==> src/rtl/sync_fifo_if.sv <==
// rtl/sync_fifo_if.sv - write/read port bundle for sync_fifo
interface sync_fifo_if #(
    parameter int WIDTH = 32,
    parameter int DEPTH = 8
);
    logic                   i_wp_en;
    logic [WIDTH-1:0]       i_wp_data;
    logic                   o_wp_full;
    logic                   o_wp_af;
    logic                   o_wp_overflow;
    logic                   i_rp_en;
    logic [WIDTH-1:0]       o_rp_data;
    logic                   o_rp_empty;
    logic                   o_rp_ae;
    logic                   o_rp_underflow;
    logic [$clog2(DEPTH):0] o_count;

    modport master (
        output i_wp_en, i_wp_data, i_rp_en,
        input  o_wp_full, o_wp_af, o_wp_overflow,
               o_rp_data, o_rp_empty, o_rp_ae, o_rp_underflow, o_count
    );

    modport slave (
        input  i_wp_en, i_wp_data, i_rp_en,
        output o_wp_full, o_wp_af, o_wp_overflow,
               o_rp_data, o_rp_empty, o_rp_ae, o_rp_underflow, o_count
    );
endinterface

==> src/rtl/sync_fifo.sv <==
// rtl/sync_fifo.sv - single-clock FIFO with threshold flags and optional FWFT read port
module sync_fifo #(
    parameter int WIDTH        = 32,
    parameter int DEPTH        = 8,
    parameter int AF_THRESHOLD = DEPTH - 2,
    parameter int AE_THRESHOLD = 1,
    parameter int FWFT         = 0
) (
    input  logic        i_clk,
    input  logic        i_rst_n,
    sync_fifo_if.slave  f
);
    localparam int AW = $clog2(DEPTH);
    localparam int CW = AW + 1;

    if (WIDTH < 1) begin : g_bad_width
        $fatal(1, "sync_fifo: WIDTH must be >= 1");
    end
    if (DEPTH < 2 || (DEPTH & (DEPTH - 1)) != 0) begin : g_bad_depth
        $fatal(1, "sync_fifo: DEPTH must be a power of 2 and >= 2");
    end
    if (AF_THRESHOLD < 1 || AF_THRESHOLD > DEPTH) begin : g_bad_af
        $fatal(1, "sync_fifo: AF_THRESHOLD out of range");
    end
    if (AE_THRESHOLD < 0 || AE_THRESHOLD > DEPTH - 1) begin : g_bad_ae
        $fatal(1, "sync_fifo: AE_THRESHOLD out of range");
    end

    logic [WIDTH-1:0] mem [DEPTH];
    logic [AW-1:0]    wr_ptr;
    logic [AW-1:0]    rd_ptr;
    logic [CW-1:0]    count;
    logic             full;
    logic             empty;
    logic             wr_ok;
    logic             rd_ok;
    logic             overflow;
    logic             underflow;

    // Flags come only from the registered count, so they lag an operation by one cycle.
    assign full  = (count == CW'(DEPTH));
    assign empty = (count == '0);
    assign rd_ok = f.i_rp_en && !empty;
    assign wr_ok = f.i_wp_en && (!full || rd_ok);

    always_ff @(posedge i_clk) begin
        if (wr_ok) begin
            mem[wr_ptr] <= f.i_wp_data;
        end
    end

    always_ff @(posedge i_clk) begin
        if (!i_rst_n) begin
            wr_ptr    <= '0;
            rd_ptr    <= '0;
            count     <= '0;
            overflow  <= 1'b0;
            underflow <= 1'b0;
        end else begin
            if (wr_ok) wr_ptr <= wr_ptr + AW'(1);
            if (rd_ok) rd_ptr <= rd_ptr + AW'(1);
            case ({wr_ok, rd_ok})
                2'b10:   count <= count + CW'(1);
                2'b01:   count <= count - CW'(1);
                default: count <= count;
            endcase
            overflow  <= f.i_wp_en && full && !rd_ok;
            underflow <= f.i_rp_en && empty;
        end
    end

    if (FWFT != 0) begin : g_fwft
        assign f.o_rp_data = mem[rd_ptr];
    end else begin : g_reg_read
        logic [WIDTH-1:0] rd_data;

        // Reset clears the output register so stale pre-reset words never appear.
        always_ff @(posedge i_clk) begin
            if (!i_rst_n) begin
                rd_data <= '0;
            end else if (rd_ok) begin
                rd_data <= mem[rd_ptr];
            end
        end

        assign f.o_rp_data = rd_data;
    end

    assign f.o_wp_full      = full;
    assign f.o_wp_af        = (count >= CW'(AF_THRESHOLD));
    assign f.o_wp_overflow  = overflow;
    assign f.o_rp_empty     = empty;
    assign f.o_rp_ae        = (count <= CW'(AE_THRESHOLD));
    assign f.o_rp_underflow = underflow;
    assign f.o_count        = count;
endmodule

==> src/flat_wrapper.sv <==
// flat-port wrapper written by rule: the top's interface ports become plain ports
module sync_fifo_flat 
#(
    parameter int WIDTH        = 32,
    parameter int DEPTH        = 8,
    parameter int AF_THRESHOLD = DEPTH - 2,
    parameter int AE_THRESHOLD = 1,
    parameter int FWFT         = 0
)
  (i_clk, i_rst_n, f_i_wp_en, f_i_wp_data, f_i_rp_en, f_o_wp_full, f_o_wp_af, f_o_wp_overflow, f_o_rp_data, f_o_rp_empty, f_o_rp_ae, f_o_rp_underflow, f_o_count);
  sync_fifo_if #(.WIDTH(WIDTH), .DEPTH(DEPTH)) f_i ();
  input  logic i_clk;
  input  logic i_rst_n;
  input wire logic [$bits(f_i.i_wp_en)-1:0] f_i_wp_en;
  input wire logic [$bits(f_i.i_wp_data)-1:0] f_i_wp_data;
  input wire logic [$bits(f_i.i_rp_en)-1:0] f_i_rp_en;
  output wire logic [$bits(f_i.o_wp_full)-1:0] f_o_wp_full;
  output wire logic [$bits(f_i.o_wp_af)-1:0] f_o_wp_af;
  output wire logic [$bits(f_i.o_wp_overflow)-1:0] f_o_wp_overflow;
  output wire logic [$bits(f_i.o_rp_data)-1:0] f_o_rp_data;
  output wire logic [$bits(f_i.o_rp_empty)-1:0] f_o_rp_empty;
  output wire logic [$bits(f_i.o_rp_ae)-1:0] f_o_rp_ae;
  output wire logic [$bits(f_i.o_rp_underflow)-1:0] f_o_rp_underflow;
  output wire logic [$bits(f_i.o_count)-1:0] f_o_count;
  assign f_i.i_wp_en = f_i_wp_en;
  assign f_i.i_wp_data = f_i_wp_data;
  assign f_i.i_rp_en = f_i_rp_en;
  assign f_o_wp_full = f_i.o_wp_full;
  assign f_o_wp_af = f_i.o_wp_af;
  assign f_o_wp_overflow = f_i.o_wp_overflow;
  assign f_o_rp_data = f_i.o_rp_data;
  assign f_o_rp_empty = f_i.o_rp_empty;
  assign f_o_rp_ae = f_i.o_rp_ae;
  assign f_o_rp_underflow = f_i.o_rp_underflow;
  assign f_o_count = f_i.o_count;
  sync_fifo #(.WIDTH(WIDTH), .DEPTH(DEPTH), .AF_THRESHOLD(AF_THRESHOLD), .AE_THRESHOLD(AE_THRESHOLD), .FWFT(FWFT)) u_core (.i_clk(i_clk), .i_rst_n(i_rst_n), .f(f_i));
endmodule
==> config.mk <==
export PLATFORM = sky130hd
export DESIGN_NAME = sync_fifo_flat
export DESIGN_NICKNAME = d
export VERILOG_FILES = /design/src/rtl/sync_fifo_if.sv /design/src/rtl/sync_fifo.sv /design/src/flat_wrapper.sv
export SDC_FILE = /design/constraint.sdc
export NUM_CORES = 1
export LEC_CHECK = 0
export ABC_AREA = 0
export BUFFER_PORTS_ARGS = -buffer_cell sky130_fd_sc_hd__buf_2
export CORE_MARGIN = 10
export CORE_UTILIZATION = 40
export CTS_CLUSTER_SIZE = 14
export DETAILED_ROUTE_END_ITERATION = 8
export HOLD_SLACK_MARGIN = 0.05
export PLACE_DENSITY = 0.62
export SETUP_SLACK_MARGIN = 0.3
export SLEW_MARGIN = 20
export SYNTH_ARGS = -nofsm -noshare
export SYNTH_HDL_FRONTEND = slang
export SYNTH_SLANG_ARGS = --single-unit
==> constraint.sdc <==
create_clock -name i_clk -period 4 [get_ports i_clk]
set_input_delay 0.4 -clock i_clk [delete_from_list [all_inputs] [get_ports i_clk]]
set_output_delay 0.4 -clock i_clk [all_outputs]
set_load 0.01 [all_outputs]
==> run summary, run 1 <==
status: finished, final reports clean
r2r startpoint: u_core.f.o_count[1]
synthesized cell area: 11460 um2
register area share after synthesis: 74.77%
Tot GR Track Use: 12.42%
FILL cells: 2405
Area contributors post-synth: edfxtp_1, mux2i_1, dfxtp_1, o22ai_1, a21oi_1
fin cells: 1199
CTS H-tree lvls: 1
setup ws final: 1148 ps
final wirelength: 22680 um
area occupied by multi-input gates: 2705 um2
initial antenna violation count: 0
Tightest Pin Transition: 1084 ps
Power Dens Cells: 586.7 nW/um2
via count: 6115
first-pass GRT wire length: 35820 um
root buffer cell: clkbuf_16
Worst Path Max Fanout: 18
die width: 189.3 um
CTS buffer count: 31
syn avg cell area: 16.01 um2
Post-CTS Setup Bufs: 0
count leader, synth: edfxtp_1
leak pwr: 0.004354 uW
Initial Util: 40.91%
CTS tree: built
hold_sp: f_i_wp_data[24]
register area: 8572 um2
Synth area leader: edfxtp_1
CTS-repair resized insts: 0
#FFs+latches synth: 300
CP required: 4230 ps
GP Congestion: 0.7272
largest net degree at the start of global routing: 67
most frequent cells after synthesis: edfxtp_1, mux2i_1, o22ai_1
Slew headroom: 27.53%
hold crit path type: primary input to flip-flop
Routed Antenna Nets: 0
CP Launch Type: flip-flop
clk_skew: 16.36 ps
Yosys warning total: 0
Clock Tree Buf Depth: 3
aggregate global routing overflow: 0
CP Data Arrival Time: 3080 ps
syn nets: 758
total power: 7835 uW
Reg clk slew, reported paths: 60 ps
row cnt: 61
async set or reset register ratio after synthesis: 0%
Min Clock Period, post-route: 2852 ps
setup tns final: 0 ps
synthesized instance count: 716
CP bufs+invs: 2
CP delay by family, top: simple AND/OR/NAND/NOR gates
DR WL/cell: 18.91 um
clk sinks: 300
Post-synth EDFFs: 256
slowest library cell on the worst path: nor2_4
ys flop type: edfxtp_1
I/O pin cnt: 78
Detail Placement HPWL: 13470 um
Setup crit start: u_core.f.o_count[1]
RSZ-0062 raised after global routing: no
Die Height: 189.3 um
WHS: 110.7 ps
Inst Count DP: 1141
Initial DRT Pass Iterations: 5
layout net count: 838
fmax: 350.7 MHz
VDD IR max: 0.0003188 V
Netlist cell types: 38
ant diodes: 0
Hold Fails Final Rpt: 0
CP Cell Sequence: inv_1 -> ha_1 -> nand3b_1 -> o21ai_0 -> or2_2 -> nor2_4 -> buf_4
Worst Setup End Kind: flip-flop
share of layout cells above drive strength 1: 19.24%
Crit Path Category: flip-flop to flip-flop
dpl ws: 1136 ps
core area: 28010 um2
setup violators final: 0
worst skew pair latency: 560 ps
DRC: 0
P&R area growth vs syn: 16.54%
vias in the first global route: 6252
Synth top area share: 67.08%
MaxCap Viol Count: 0
peak per-stage delay on the critical path: 510 ps
Final Max Slew Viols: 0
die area: 35820 um2
CTS Hold Bufs: 0
DRT iter0 DRCs: 406
port bufs: 77
Tcrit/Tclk final: 71.29%
vias per cell: 5.100
==> placed cells by master, fill, tap and decap left out, drive strengths merged, types with 2 or more instances in the layout <==
| cell | n |
|---|---|
| a21oi | 35 |
| buf | 91 |
| bufinv | 5 |
| clkbuf | 40 |
| clkinv | 10 |
| clkinvlp | 3 |
| dfxtp | 44 |
| edfxtp | 256 |
| ha | 6 |
| inv | 6 |
| mux2i | 132 |
| nand2 | 8 |
| nand2b | 6 |
| nand3 | 2 |
| nor2 | 46 |
| nor2b | 2 |
| nor3 | 7 |
| o211ai | 2 |
| o21ai | 36 |
| o22ai | 64 |
| or2 | 2 |
| xnor2 | 2 |
| xor2 | 3 |
==> layer usage <==
| layer | track usage, % | up-vias | routed length [um] |
|---|---|---|---|
| li1 | - | 2942 | - |
| met1 | 16.32 | 3000 | 10330 |
| met5 | 0 | - | 0 |
| met3 | 2.775 | 35 | 1133 |
| met2 | 20.27 | 138 | 10760 |
| met4 | 3.449 | 0 | 464 |
==> flip-flops by register name, indices dropped and copies added, names as in the netlist <==
| name | flops |
|---|---|
| u_core.f.o_count | 4 |
| u_core.f.o_rp_data | 32 |
| u_core.f.o_rp_underflow | 1 |
| u_core.f.o_wp_overflow | 1 |
| u_core.mem | 256 |
| u_core.rd_ptr | 3 |
| u_core.wr_ptr | 3 |
==> kinds of logic (layout without fill, tap and decap cells) <==
kind of cell,after synthesis,count (layout),share of synthesized area (%)
AND/OR/NAND/NOR,79,79,3.112
adder cells (fa/ha/maj),6,6,0.6551
AO/OA/AOI/OAI,144,144,7.315
buffers and inverters,50,155,2.238
XOR/XNOR,5,5,0.3822
multiplexers,132,132,11.53
flip-flops,300,300,74.77
==> through the flow <==
stage                     instance area [um2]  utilization, %
after global routing                    13360           47.68
after CTS                               13360           47.68
after detailed placement                12290           43.87
after global placement                  12290           43.87
final                                   13360           47.68
after floorplan                         11470               -
==> final cells by class <==
class                   count  area share [%]
flip-flops and latches    300           64.18
multi-input cells         366           20.25
clock buffers              40           6.211
repair buffers             91           3.860
well taps                 378           3.541
clock inverters            18           1.780
inverters                   6          0.1686
==> worst paths after layout <==
kind,endpoint,slack [ps],depth (start not counted)
max,u_core.mem[2][4],1150,7
min,u_core.mem[6][24],110,1
max reg2reg,u_core.mem[2][4],1150,7
min reg2reg,u_core.wr_ptr[0],500,2
==> worst reg2reg max path: cells and delay by family, from the launching register on <==
kind / cells / cell delay, ps
AND/OR/NAND/NOR: 3 / 1140
adder cells (fa/ha/maj): 1 / 270
AO/OA/AOI/OAI: 1 / 170
flip-flops: 1 / 450
buffers and inverters: 2 / 510
==> report_power, final <==
group	switching, uW	total (uW)	internal [uW]
combinational	710	1170	463
clock	1170	2960	1790
sequential	119	3700	3590
total	1990	7840	5840
No activity file was read; power rests on OpenSTA's default activity.
==> run 2: changes to the inputs <==
- ABC_AREA: 0 -> 1
- PLACE_DENSITY: 0.62 -> 0.6
- clock period: 4 -> 2.7 ns (I/O delays scaled with it)
==> run 2 against run 1 <==
Worst hold slack got worse by 43 ps. Non-clock buffer count increased by 46. Worst setup slack got worse by 690 ps. Sequential cell count unchanged. Design area increased by 7.8%. Synthesized cell count increased by 55%. Clock power increased by 40%. Fmax increased by 27%. Combinational power increased by 120%. Register-to-register slack got worse by 690 ps. Die area increased by 5.1%.
==> run summary, run 2 <==
status: finished, final reports clean
final core utilization: 48.30%
row cnt: 63
CTS tree: built
Synth top area share: 63.43%
Tot GR Track Use: 13.47%
clk_skew: 13.51 ps
Detail Placement HPWL: 15410 um
DR WL/cell: 16.07 um
fin cells: 1631
met2 routed WL: 12350 um
Post-Place Cell Area: 13060 um2
worst reg2reg path endpoint: u_core.mem[1][14]
DRC: 0
share of layout cells above drive strength 1: 14.99%
register area share after synthesis: 70.70%
Tightest Pin Transition: 590.3 ps
via count: 7898
Yosys warning total: 0
Slew headroom: 60.65%
ant diodes: 0
Hold Fails Final Rpt: 0
fmax: 446.7 MHz
Inst Count DP: 1543
slowest library cell on the worst path: dfxtp_2
CTS H-tree lvls: 1
Post-CTS Setup Bufs: 0
final wirelength: 26210 um
Netlist cell types: 28
Initial Util: 40.67%
Biggest register: u_core.mem
CTS buffer count: 31
Power Dens Cells: 849.5 nW/um2
Worst Path Max Fanout: 15
fin area: 14390 um2
async set or reset register ratio after synthesis: 0%
port bufs: 77
WHS Endpoint: u_core.mem[5][20]
Die Height: 194.1 um
peak per-stage delay on the critical path: 380 ps
Worst Setup End Kind: flip-flop
hold crit path type: primary input to flip-flop
setup tns final: 0 ps
layout net count: 1259
Area contributors post-synth: edfxtp_1, nand2_1, dfxtp_1, nand3_1, nor2_1
clk sinks: 300
commonest non-fill, non-tap cell in the layout: nand2_1
die area: 37660 um2
Reg clk slew, reported paths: 60 ps
total length of routed met3 wires: 1144 um
die width: 194.1 um
initial antenna violation count: 0
syn nets: 1150
R2R setup slack: 460 ps
number of flip-flops in the largest register: 256
most frequent cells after synthesis: nand2_1, edfxtp_1, nor2_1
top layer in use: met4
Crit Path Category: flip-flop to flip-flop
CP Cell Sequence: inv_1 -> ha_1 -> nand3_1 -> inv_2 -> nand2_1 -> nand2_1 -> inv_1 -> nand2_2 -> nor2_4 -> buf_4
leak pwr: 0.005720 uW
largest net degree at the start of global routing: 108
Clock Tree Buf Depth: 3
Post-synth EDFFs: 256
first-pass GRT wire length: 42110 um
GP Congestion: 0.7776
core area: 29800 um2
syn avg cell area: 10.94 um2
ys flop type: edfxtp_1
MaxCap Viol Count: 0
r2r startpoint: u_core.f.o_count[0]
CP Data Arrival Time: 2460 ps
CP Launch Type: flip-flop
vias in the first global route: 7723
CP required: 2930 ps
aggregate global routing overflow: 0
synthesized instance count: 1108
worst skew pair latency: 540 ps
CP delay by family, top: simple AND/OR/NAND/NOR gates
I/O pin cnt: 78
root buffer cell: clkbuf_16
Met1 Wirelength: 12430 um
Routed Antenna Nets: 0
reg2reg path depth: 10
setup violators final: 0
hold_sp: f_i_wp_data[20]
vias per cell: 4.842
CP bufs+invs: 4
Final Max Slew Viols: 0
Min Clock Period, post-route: 2239 ps
synthesized cell area: 12120 um2
count leader, synth: nand2_1
#FFs+latches synth: 300
most frequent cells in the layout: nand2_1, edfxtp_1, buf_2
DRT iter0 DRCs: 544
Hold Path Depth: 1
VDD IR max: 0.0004550 V
Tcrit/Tclk final: 82.92%
RSZ-0062 raised after global routing: no
Levels on crit path: 10
P&R area growth vs syn: 18.76%
Initial DRT Pass Iterations: 5
Synth area leader: edfxtp_1
-- run 2: how the worst max path moves through the flow --
stage	from	endpoint	slack, ps
6_report	u_core.f.o_count[0]	u_core.mem[1][14]	460
5_1_grt	u_core.f.o_count[0]	u_core.mem[1][20]	340
4_1_cts	u_core.f.o_count[0]	u_core.mem[4][15]	360
3_5_place_dp	u_core.f.o_count[0]	u_core.mem[0][17]	250
3_3_place_gp	u_core.f.o_count[0]	u_core.mem[4][15]	330
2_1_floorplan	u_core.f.o_count[0]	u_core.mem[0][0]	10
-- run 2: per-stage QoR --
step | total power, uW | hold WS [ps] | worst slack, ps
global placement | 8164 | 498.2 | 325.6
detailed placement | 8196 | 506.3 | 250.5
finish | 12230 | 67.92 | 461.2
CTS | 12360 | 50.60 | 357.0
floorplan | 7408 | 368.9 | 12.98
global route | 12900 | 57.45 | 337.1
-- run 2: cell families (layout without fill, tap and decap cells) --
family,Yosys count,after routing,synth area share (%)
and+or+nand+nor,610,610,19.97
DFF,300,300,70.70
AOI/OAI and AO/OA,107,107,4.821
buffers and inverters,82,215,3.675
adders and majority gates,6,6,0.6194
xor gates and xnor gates,3,3,0.2168
-- run 2: layout make-up --
type	instances	area (um2)
clock buffers	40	839.6
clock inverters	17	158.9
fillers	2647	15400
inverters	21	82.58
multi-input cells	726	3171
flip-flops and latches	300	8574
well taps	390	488.0
repair buffers	137	1079
-- run 2: timing repair --
item                                    4_1_cts  5_1_grt
pin swaps                                     0        0
gates resized for setup                       3        5
hold endpoints to repair                    237        0
hold buffers                                 31        0
endpoints found under the setup margin       62      136
-- run 2: power breakdown --
part	total, uW	switching (uW)	internal, uW
logic	2590	1720	871
clock network	4140	1670	2460
registers	5500	159	5340
total	12200	3550	8680
-- run 2: metal layers --
metal	up-vias	GRT usage (%)
met2	147	22.62
li1	3960	-
met5	-	0
met1	3764	17.95
met4	0	2.754
met3	27	2.196
==> run 3: changes to the inputs <==
- clock period: 2.7 -> 2.1 ns (I/O delays scaled with it)
==> run 3 against run 2 <==
Worst setup slack got worse by 120 ps. Sequential power rose by 28%. Sequential share of layout area fell by 1.4 points. Register-to-register slack got worse by 120 ps. Clock-buffer cell count rose by 10. Critical path type unchanged.
==> run summary, run 3 (synthesized netlist as in run 2, its figures left out) <==
setup violators final: 0
CP Launch Type: flip-flop
vias per cell: 4.911
aggregate global routing overflow: 0
Slew headroom: 55.94%
Tcrit/Tclk final: 83.52%
peak per-stage delay on the critical path: 370 ps
Routed Antenna Nets: 0
via count: 8073
first-pass GRT wire length: 43910 um
VDD IR max: 0.0005057 V
number of flip-flops in the largest register: 256
r2r startpoint: u_core.f.o_count[0]
CP delay by family, top: simple AND/OR/NAND/NOR gates
core area: 29800 um2
CP Data Arrival Time: 1970 ps
Worst Path Max Fanout: 8
Hold Fails Final Rpt: 0
Cell Int Power: 11520 uW
CTS buffer count: 34
Initial DRT Pass Iterations: 5
DRT iter0 DRCs: 712
crit path capture: u_core.mem[0][10]
Biggest register: u_core.mem
slowest library cell on the worst path: dfxtp_4
Switching Fraction: 29.26%
Comb pwr share: 22.4%
DR WL/cell: 16.86 um
status: finished, final reports clean
reg2reg path depth: 11
sequential share of power: 43.3%
commonest non-fill, non-tap cell in the layout: nand2_1
Reg clk slew, reported paths: 60 ps
CTS H-tree lvls: 2
clk_skew: 11.52 ps
fin area: 14750 um2
vias in the first global route: 7949
die width: 194.1 um
share of layout cells above drive strength 1: 16.03%
initial antenna violation count: 0
layout net count: 1274
Levels on crit path: 11
CP Cell Sequence: inv_6 -> ha_4 -> nand3_4 -> inv_2 -> nand2_2 -> nand2_4 -> inv_8 -> nand2_8 -> nor2_4 -> buf_6 -> buf_16
Setup crit start: u_core.f.o_count[0]
GP Congestion: 0.7731
I/O pin cnt: 78
worst reg2reg path endpoint: u_core.mem[0][10]
Hold Path Depth: 3
NetSw: 4764 uW
DRC: 0
Power Dens Cells: 1104 nW/um2
row cnt: 63
Detail Placement HPWL: 15680 um
most frequent cells in the layout: nand2_1, edfxtp_1, buf_2
final wirelength: 27720 um
Crit Path Category: flip-flop to flip-flop
clock power share: 34.3%
Final Max Slew Viols: 0
R2R setup slack: 350 ps
clk sinks: 300
largest net degree at the start of global routing: 73
Die Height: 194.1 um
Min Clock Period, post-route: 1754 ps
Worst Setup End Kind: flip-flop
Clock Tree Buf Depth: 3
Initial Util: 40.67%
Post-Place Cell Area: 13230 um2
hold crit path type: primary input to flip-flop
P&R area growth vs syn: 21.71%
MaxCap Viol Count: 0
ant diodes: 0
fmax: 570.1 MHz
worst skew pair latency: 500 ps
setup tns final: 0 ps
Tightest Pin Transition: 660.9 ps
die area: 37660 um2
leak pwr: 0.005848 uW
CP bufs+invs: 5
port bufs: 77
CP required: 2320 ps
root buffer cell: clkbuf_16
RSZ-0062 raised after global routing: yes
CTS tree: built
Tot GR Track Use: 14.31%
run 3: cell count changes in the layout (fill, tap and decap cells not counted), sizes merged:
cell         change
dlygate4sd3      +2
clkinv           -5
clkinvlp         -1
buf             +10
clkbuf          +10
bufinv           -2
inv              -1
run 3: tightest hold or removal path, stage by stage:
cell	delay (ps)
buf_2	140
inv_1	110
nor3_1	70
run 3: how the worst min path moves through the flow:
stage               startpoint                endpoint
5_1_grt              f_i_wp_en  u_core.f.o_wp_overflow
3_5_place_dp   f_i_wp_data[23]       u_core.mem[6][23]
4_1_cts              f_i_wp_en  u_core.f.o_wp_overflow
3_3_place_gp   f_i_wp_data[18]       u_core.mem[4][18]
2_1_floorplan   f_i_wp_data[0]        u_core.mem[0][0]
6_report             f_i_wp_en  u_core.f.o_wp_overflow
run 3: routing by layer:
| metal | up-vias | GRT usage [%] | part of all wire (%) |
|---|---|---|---|
| li1 | 3992 | - | - |
| met2 | 172 | 22.46 | 46 |
| met1 | 3872 | 19.57 | 48 |
| met5 | - | 0 | 0 |
| met4 | 0 | 4.145 | 1.8 |
| met3 | 37 | 2.956 | 4.8 |
run 3: repair_timing:
action,4_1_cts,5_1_grt
hold endpoints to repair,257,0
pin swaps,0,4
setup buffers,5,4
endpoints found under the setup margin,123,55
resized for setup,5,2
hold buffers,33,0
cloned,2,0
run 3: layout make-up:
type | instances | area (um2)
fill | 2650 | 15050
sequential | 300 | 8579
multi-input combinational | 726 | 3233
timing repair buffer | 149 | 1306
clock buffer | 50 | 984.7
tap | 390 | 488.0
inverter | 21 | 97.59
clock inverter | 8 | 61.31
run 3: stage by stage:
stage	utilization (%)	hold slack (ps)	instances	worst slack [ps]	total power, uW
after floorplan	-	308.9	1108	122.3	9599
after global routing	49.50	89.64	1644	283.9	17130
final	49.50	75.19	1644	346.0	16280
after global placement	44.41	492.1	1542	338.3	10650
after detailed placement	44.41	499.1	1542	291.5	10690
after CTS	49.37	57.95	1640	297.8	16430
run 3: power by group through the flow:
stage	registers, uW	logic (uW)	clock network [uW]
6_report	7040	3650	5580
3_3_place_gp	7170	3480	0
2_1_floorplan	7250	2350	0
5_1_grt	7080	4110	5950
4_1_cts	7040	3680	5710
3_5_place_dp	7180	3520	0
